==> src/rtl/fpu_add_sub_align_pipe_if.sv <==
// fpu_add_sub_align_pipe_if: operand-pair input and aligned-result output handshake bundle
interface fpu_add_sub_align_pipe_if #(
    parameter int EXPW  = 5,
    parameter int FRACW = 10
);
    localparam int DW = 1 + EXPW + FRACW;
    logic             in_valid;
    logic             in_ready;
    logic [DW-1:0]    in_a;
    logic [DW-1:0]    in_b;
    logic             in_sub;
    logic             out_valid;
    logic             out_ready;
    logic [EXPW-1:0]  out_exp;
    logic [FRACW:0]   out_large_sig;
    logic [FRACW+3:0] out_small_sig;
    logic             out_large_sign;
    logic             out_small_sign;
    logic             out_eff_sub;
    logic             out_swapped;
    logic             out_special;
    modport master (
        output in_valid, in_a, in_b, in_sub, out_ready,
        input  in_ready, out_valid, out_exp, out_large_sig, out_small_sig,
               out_large_sign, out_small_sign, out_eff_sub, out_swapped, out_special
    );
    modport slave (
        input  in_valid, in_a, in_b, in_sub, out_ready,
        output in_ready, out_valid, out_exp, out_large_sig, out_small_sig,
               out_large_sign, out_small_sign, out_eff_sub, out_swapped, out_special
    );
endinterface

==> src/rtl/fpu_add_sub_align_pipe.sv <==
// fpu_add_sub_align_pipe: 2-stage FP add/sub front end (magnitude order/swap, then align with G/R/S)
module fpu_add_sub_align_pipe #(
    parameter int EXPW  = 5,
    parameter int FRACW = 10
) (
    input logic clk,
    input logic rst_n,
    fpu_add_sub_align_pipe_if.slave bus
);
    localparam int DW = 1 + EXPW + FRACW;
    localparam int EW = FRACW + 4;
    logic [EXPW-1:0]  aExp, bExp, lExp, sExp, lEff, sEff;
    logic [FRACW-1:0] lFrac, sFrac;
    logic             aSign, bSign, swap, lSign, sSign;
    logic             s1Valid, s1LargeSign, s1SmallSign, s1EffSub, s1Swapped, s1Special;
    logic [EXPW-1:0]  s1Exp, s1Diff;
    logic [FRACW:0]   s1LargeSig, s1SmallSig;
    logic [EW-1:0]    ext, sh, lostMask, aligned;
    logic             sticky, s1Adv, s2Adv;
    assign aExp  = bus.in_a[DW-2:FRACW];
    assign bExp  = bus.in_b[DW-2:FRACW];
    assign aSign = bus.in_a[DW-1];
    assign bSign = bus.in_b[DW-1] ^ bus.in_sub;
    // strict compare keeps A as the large operand on a magnitude tie
    assign swap  = bus.in_b[DW-2:0] > bus.in_a[DW-2:0];
    assign lExp  = swap ? bExp : aExp;
    assign sExp  = swap ? aExp : bExp;
    assign lFrac = swap ? bus.in_b[FRACW-1:0] : bus.in_a[FRACW-1:0];
    assign sFrac = swap ? bus.in_a[FRACW-1:0] : bus.in_b[FRACW-1:0];
    assign lSign = swap ? bSign : aSign;
    assign sSign = swap ? aSign : bSign;
    assign lEff  = (lExp == '0) ? EXPW'(1) : lExp;
    assign sEff  = (sExp == '0) ? EXPW'(1) : sExp;
    assign s2Adv = !bus.out_valid || bus.out_ready;
    assign s1Adv = !s1Valid || s2Adv;
    assign bus.in_ready = s1Adv;
    always_ff @(posedge clk) begin
        if (!rst_n) begin
            s1Valid     <= 1'b0;
            s1Exp       <= '0;
            s1LargeSig  <= '0;
            s1SmallSig  <= '0;
            s1LargeSign <= 1'b0;
            s1SmallSign <= 1'b0;
            s1Diff      <= '0;
            s1EffSub    <= 1'b0;
            s1Swapped   <= 1'b0;
            s1Special   <= 1'b0;
        end else if (s1Adv) begin
            s1Valid <= bus.in_valid;
            if (bus.in_valid) begin
                s1Exp       <= lExp;
                s1LargeSig  <= {|lExp, lFrac};
                s1SmallSig  <= {|sExp, sFrac};
                s1LargeSign <= lSign;
                s1SmallSign <= sSign;
                s1Diff      <= lEff - sEff;
                s1EffSub    <= aSign ^ bSign;
                s1Swapped   <= swap;
                s1Special   <= (&aExp) | (&bExp);
            end
        end
    end
    // shifts past the G/R/S window collapse the whole significand into sticky
    assign ext      = {s1SmallSig, 3'b000};
    assign sh       = ext >> s1Diff;
    assign lostMask = ~({EW{1'b1}} << s1Diff);
    assign sticky   = sh[0] | (|(ext & lostMask));
    assign aligned  = s1Special ? '0 :
                      (int'(s1Diff) >= FRACW + 3) ? {{(EW-1){1'b0}}, |ext} :
                      {sh[EW-1:1], sticky};
    always_ff @(posedge clk) begin
        if (!rst_n) begin
            bus.out_valid      <= 1'b0;
            bus.out_exp        <= '0;
            bus.out_large_sig  <= '0;
            bus.out_small_sig  <= '0;
            bus.out_large_sign <= 1'b0;
            bus.out_small_sign <= 1'b0;
            bus.out_eff_sub    <= 1'b0;
            bus.out_swapped    <= 1'b0;
            bus.out_special    <= 1'b0;
        end else if (s2Adv) begin
            bus.out_valid <= s1Valid;
            if (s1Valid) begin
                bus.out_exp        <= s1Exp;
                bus.out_large_sig  <= s1LargeSig;
                bus.out_small_sig  <= aligned;
                bus.out_large_sign <= s1LargeSign;
                bus.out_small_sign <= s1SmallSign;
                bus.out_eff_sub    <= s1EffSub;
                bus.out_swapped    <= s1Swapped;
                bus.out_special    <= s1Special;
            end
        end
    end
endmodule

==> src/flat_wrapper.sv <==
// flat-port wrapper written by rule: the top's interface ports become plain ports
module fpu_add_sub_align_pipe_flat 
#(
    parameter int EXPW  = 5,
    parameter int FRACW = 10
)
  (clk, rst_n, bus_in_valid, bus_in_a, bus_in_b, bus_in_sub, bus_out_ready, bus_in_ready, bus_out_valid, bus_out_exp, bus_out_large_sig, bus_out_small_sig, bus_out_large_sign, bus_out_small_sign, bus_out_eff_sub, bus_out_swapped, bus_out_special);
  fpu_add_sub_align_pipe_if #(.EXPW(EXPW), .FRACW(FRACW)) bus_i ();
  input logic clk;
  input logic rst_n;
  input wire logic [$bits(bus_i.in_valid)-1:0] bus_in_valid;
  input wire logic [$bits(bus_i.in_a)-1:0] bus_in_a;
  input wire logic [$bits(bus_i.in_b)-1:0] bus_in_b;
  input wire logic [$bits(bus_i.in_sub)-1:0] bus_in_sub;
  input wire logic [$bits(bus_i.out_ready)-1:0] bus_out_ready;
  output wire logic [$bits(bus_i.in_ready)-1:0] bus_in_ready;
  output wire logic [$bits(bus_i.out_valid)-1:0] bus_out_valid;
  output wire logic [$bits(bus_i.out_exp)-1:0] bus_out_exp;
  output wire logic [$bits(bus_i.out_large_sig)-1:0] bus_out_large_sig;
  output wire logic [$bits(bus_i.out_small_sig)-1:0] bus_out_small_sig;
  output wire logic [$bits(bus_i.out_large_sign)-1:0] bus_out_large_sign;
  output wire logic [$bits(bus_i.out_small_sign)-1:0] bus_out_small_sign;
  output wire logic [$bits(bus_i.out_eff_sub)-1:0] bus_out_eff_sub;
  output wire logic [$bits(bus_i.out_swapped)-1:0] bus_out_swapped;
  output wire logic [$bits(bus_i.out_special)-1:0] bus_out_special;
  assign bus_i.in_valid = bus_in_valid;
  assign bus_i.in_a = bus_in_a;
  assign bus_i.in_b = bus_in_b;
  assign bus_i.in_sub = bus_in_sub;
  assign bus_i.out_ready = bus_out_ready;
  assign bus_in_ready = bus_i.in_ready;
  assign bus_out_valid = bus_i.out_valid;
  assign bus_out_exp = bus_i.out_exp;
  assign bus_out_large_sig = bus_i.out_large_sig;
  assign bus_out_small_sig = bus_i.out_small_sig;
  assign bus_out_large_sign = bus_i.out_large_sign;
  assign bus_out_small_sign = bus_i.out_small_sign;
  assign bus_out_eff_sub = bus_i.out_eff_sub;
  assign bus_out_swapped = bus_i.out_swapped;
  assign bus_out_special = bus_i.out_special;
  fpu_add_sub_align_pipe #(.EXPW(EXPW), .FRACW(FRACW)) u_core (.clk(clk), .rst_n(rst_n), .bus(bus_i));
endmodule
==> config.mk <==
export PLATFORM = sky130hd
export DESIGN_NAME = fpu_add_sub_align_pipe_flat
export DESIGN_NICKNAME = d
export VERILOG_FILES = /design/src/rtl/fpu_add_sub_align_pipe_if.sv /design/src/rtl/fpu_add_sub_align_pipe.sv /design/src/flat_wrapper.sv
export SDC_FILE = /design/constraint.sdc
export NUM_CORES = 1
export LEC_CHECK = 0
export CAP_MARGIN = 0
export CORE_ASPECT_RATIO = 1.1
export CORE_MARGIN = 1.5
export CORE_UTILIZATION = 45
export DETAILED_ROUTE_END_ITERATION = 10
export PLACE_DENSITY = 0.7
export SETUP_SLACK_MARGIN = 0.15
export SYNTH_ARGS = -nofsm -noshare
export SYNTH_HDL_FRONTEND = slang
export SYNTH_SLANG_ARGS = --single-unit
==> constraint.sdc <==
create_clock -name clk -period 4.3 [get_ports clk]
set_clock_uncertainty 0.2 [all_clocks]
set_input_delay 0.86 -clock clk [delete_from_list [all_inputs] [get_ports clk]]
set_output_delay 0.86 -clock clk [all_outputs]
set_load 0.05 [all_outputs]
==> metrics.csv <==
stage,metric,value,unit
detailed_routing,Initial DRC Count,225,
detailed_routing,First-pass DRT Iterations,4,
power_and_ir_drop,P_leak,2.184,nW
timing,Fmax,0.2481,GHz
worst_setup_path,WP data arrival,4.09,ns
worst_setup_path,Critical R2R Capture,u_core.bus.out_small_sig[0],
clocking,Post-CTS Hold Buffers,0,
detailed_routing,vias per inst,5.477,
worst_setup_path,CP endpoint,u_core.s1Diff[3],
logic_synthesis,Main synth FF type,dfxtp_1,
timing,Worst Max-Slew Pin Slew,1.046,ns
placement,placement-stage cell area,5214,µm²
global_routing,Total Routing Usage GR,0.2276,
layout,Final Instance Area,5518,µm²
logic_synthesis,syn_nets,543,
placement,Port Buffer Count,73,
layout,Final #Nets,641,
layout,Non-Filler Instances,703,
detailed_routing,vias,3850,
clocking,Max Buffers Root-to-Sink,2,
layout,synth-to-layout area growth,32.87,%
placement,Placer Congestion,0.8246,
min_path,Hold Path Class,reg -> reg,
timing,Max-slew headroom,0.3024,
worst_setup_path,Worst R2R Setup Slack,1.70,ns
timing,RSZ-0062 raised after global routing,yes,
worst_setup_path,worst path required time,4.36,ns
floorplan,I/O pin total,74,
power_and_ir_drop,Power Density,344.3,nW/µm²
worst_setup_path,"critical path, cell by cell",clkdlybuf4s50_1 -> ha_4 -> a21oi_2 -> a21oi_2 -> o21a_1 -> o31a_4 -> buf_4 -> buf_4 -> mux2i_2 -> inv_1 -> ha_1 -> a21o_1 -> a21oi_1 -> xor2_1 -> o21ai_0 -> and2_1,
logic_synthesis,Synth Register Bits,74,
timing,Slew Limit Fails,0,
global_routing,initial antenna violation count,0,
floorplan,chip height,103.8,µm
timing,final hold viol count,0,
worst_setup_path,Crit Reg-Reg Startpoint,u_core.s1Diff[0],
clocking,clock sinks,74,
layout,layout cells sized above 1,0.1630,
logic_synthesis,Synth async-reset ratio,0,
logic_synthesis,syn_area_per_cell,8.545,µm²
logic_synthesis,count of flip-flops with a built-in enable after synthesis,0,
clocking,H-tree Lvls,3,
placement,placed insts,685,
worst_setup_path,Worst path max stage delay,0.54,ns
detailed_routing,final wirelength,10740,µm
detailed_routing,WL/cell,15.28,µm
logic_synthesis,Synth Cell Area,4153,µm²
global_routing,vias in the first global route,3758,
power_and_ir_drop,Worst VDD drop,0.2317,mV
timing,Sum Neg Setup Slack,0,ns
logic_synthesis,warnings from Yosys,0,
floorplan,Die Width,94.60,µm
floorplan,DIE AREA,9814,µm²
timing,final hold slack,0.2632,ns
timing,period utilization,0.9373,
worst_setup_path,startpoint types,primary input,
worst_setup_path,Max Fanout on Critical Path,7,
global_routing,grt ovf,0,
logic_synthesis,Syn Inst Count,486,
global_routing,largest net degree at the start of global routing,76,
global_routing,first-pass GRT wire length,17750,µm
worst_setup_path,Crit-path slowest cell,clkdlybuf4s50_1,
timing,setup violators final,0,
timing,Final min period,4.030,ns
worst_setup_path,crit path kind,in -> reg,
clocking,root buffer cell,clkbuf_8,
layout,Antenna Cells,0,
floorplan,row cnt,36,
run_status,status,finished clean,
clocking,CTS tree,yes,
placement,DP HPWL,7643,µm
run,max-cap violations,0,
clocking,TritonCTS Buffers,9,
detailed_routing,Final ANT Viol Nets,0,
floorplan,Initial Util,0.4656,
floorplan,CORE AREA,8919,µm²
clocking,Worst-path clk slew,0.09,ns
logic_synthesis,"Seq/Total Area, Yosys",0.3567,
logic_synthesis,Synth cell types,49,
clocking,worst-skew pair later-pin latency,0.36,ns
worst_setup_path,CP Capture Type,flop,
worst_setup_path,Setup crit start,bus_in_b[2],
worst_setup_path,Reg2Reg Depth,5,
detailed_routing,DRC Markers,0,
-- through the flow --
step	utilization	setup WS, ns	power [mW]
detailed placement	0.5846	-0.2873	1.311
floorplan	-	0.4608	1.131
CTS	0.6090	0.1708	1.895
global route	0.6187	0.1388	1.998
finish	0.6187	0.2696	1.900
global placement	0.5846	-0.1307	1.300
-- how the worst min path moves through the flow --
stage,slack [ns],depth (start not counted),to,start
floorplan,0.24,2,u_core.bus.out_exp[1],u_core.s1Exp[1]
global placement,0.25,2,u_core.s1EffSub,u_core.s1EffSub
detailed placement,0.26,2,u_core.bus.out_small_sig[9],u_core.bus.out_small_sig[9]
CTS,0.27,2,u_core.bus.out_large_sig[8],u_core.s1LargeSig[8]
global route,0.28,2,u_core.bus.out_large_sig[8],u_core.s1LargeSig[8]
finish,0.26,2,u_core.bus.out_large_sig[8],u_core.s1LargeSig[8]
-- state kept, by name, summed over array words and instances (netlist names) --
signal / count
u_core.bus.out_eff_sub: 1
u_core.bus.out_exp: 5
u_core.bus.out_large_sig: 11
u_core.bus.out_large_sign: 1
u_core.bus.out_small_sig: 14
u_core.bus.out_small_sign: 1
u_core.bus.out_special: 1
u_core.bus.out_swapped: 1
u_core.bus.out_valid: 1
u_core.s1Diff: 5
u_core.s1EffSub: 1
u_core.s1Exp: 5
u_core.s1LargeSig: 11
u_core.s1LargeSign: 1
u_core.s1SmallSig: 11
u_core.s1SmallSign: 1
u_core.s1Special: 1
u_core.s1Swapped: 1
u_core.s1Valid: 1
-- layout make-up --
class | instances | area (µm²)
Timing Repair Buffer | 121 | 1089
Clock buffer | 9 | 123.9
Fill cell | 791 | 3401
Tap cell | 114 | 142.6
Sequential cell | 74 | 1481
Clock inverter | 7 | 83.83
Inverter | 20 | 75.07
Multi-Input combinational cell | 358 | 2522
-- Yosys cell counts, types with 7 or more instances --
master | n | area, µm²
dfxtp_1 | 74 | 1481
nor2b_1 | 9 | 56.30
nor2_1 | 9 | 33.78
inv_1 | 20 | 75.07
o21ai_0 | 43 | 215.2
clkbuf_1 | 26 | 97.59
nand2_1 | 71 | 266.5
ha_1 | 19 | 237.7
nand3_1 | 12 | 60.06
a21oi_1 | 38 | 190.2
mux2i_1 | 38 | 380.4
and2_1 | 7 | 43.79
a21boi_0 | 30 | 225.2
-- placed cells by master, fill, tap and decap left out, types with 7 or more instances in the layout --
master and instances:
a21boi_0 30, buf_4 48, nand2_1 71, nor2_1 8
mux2i_1 35, clkbuf_8 9, dfxtp_1 74, clkdlybuf4s50_1 71
and2_1 7, nand3_1 12, nor2b_1 9, ha_1 15
a21oi_1 34, inv_1 20, o21ai_0 41
-- worst max-delay path, delay by kind of cell --
kind,cells,cell delay [ns]
simple gates,1,0.17
mux,1,0.21
fa+ha+maj,2,0.52
buf+inv,4,0.91
xor+xnor,1,0.17
compound gates,7,1.23
-- cell families (layout without fill, tap and decap cells) --
kind of cell	count (synthesis)	after routing	synth area share
DFF	74	74	0.3567
muxes	51	51	0.1440
adders and majority gates	20	20	0.06207
and+or+nand+nor	136	136	0.1534
AOI/OAI and AO/OA	146	146	0.2181
buffers and inverters	54	157	0.05513
xor gates and xnor gates	5	5	0.01054
-- report_power, final --
group	switching, mW	internal (mW)	leakage (nW)	total (mW)
registers	0.0716	0.731	0.607	0.803
logic	0.260	0.253	1.47	0.513
clock network	0.305	0.279	0.103	0.584
total	0.637	1.26	2.18	1.90
-- what timing repair did --
| item | CTS | global route |
|---|---|---|
| gates resized for setup | 3 | 14 |
| setup endpoints to repair | 1 | 2 |
| pin swaps | 1 | 5 |
| setup buffers | 0 | 2 |
-- metal layers --
metal | up-vias | global-route usage | wire length [µm]
li1 | 1938 | - | -
met1 | 1790 | 0.2785 | 4682
met2 | 105 | 0.3890 | 5344
met3 | 17 | 0.04258 | 480
met4 | 0 | 0.08635 | 232
met5 | - | 0 | 0
Power figures use the tool's default switching activity.
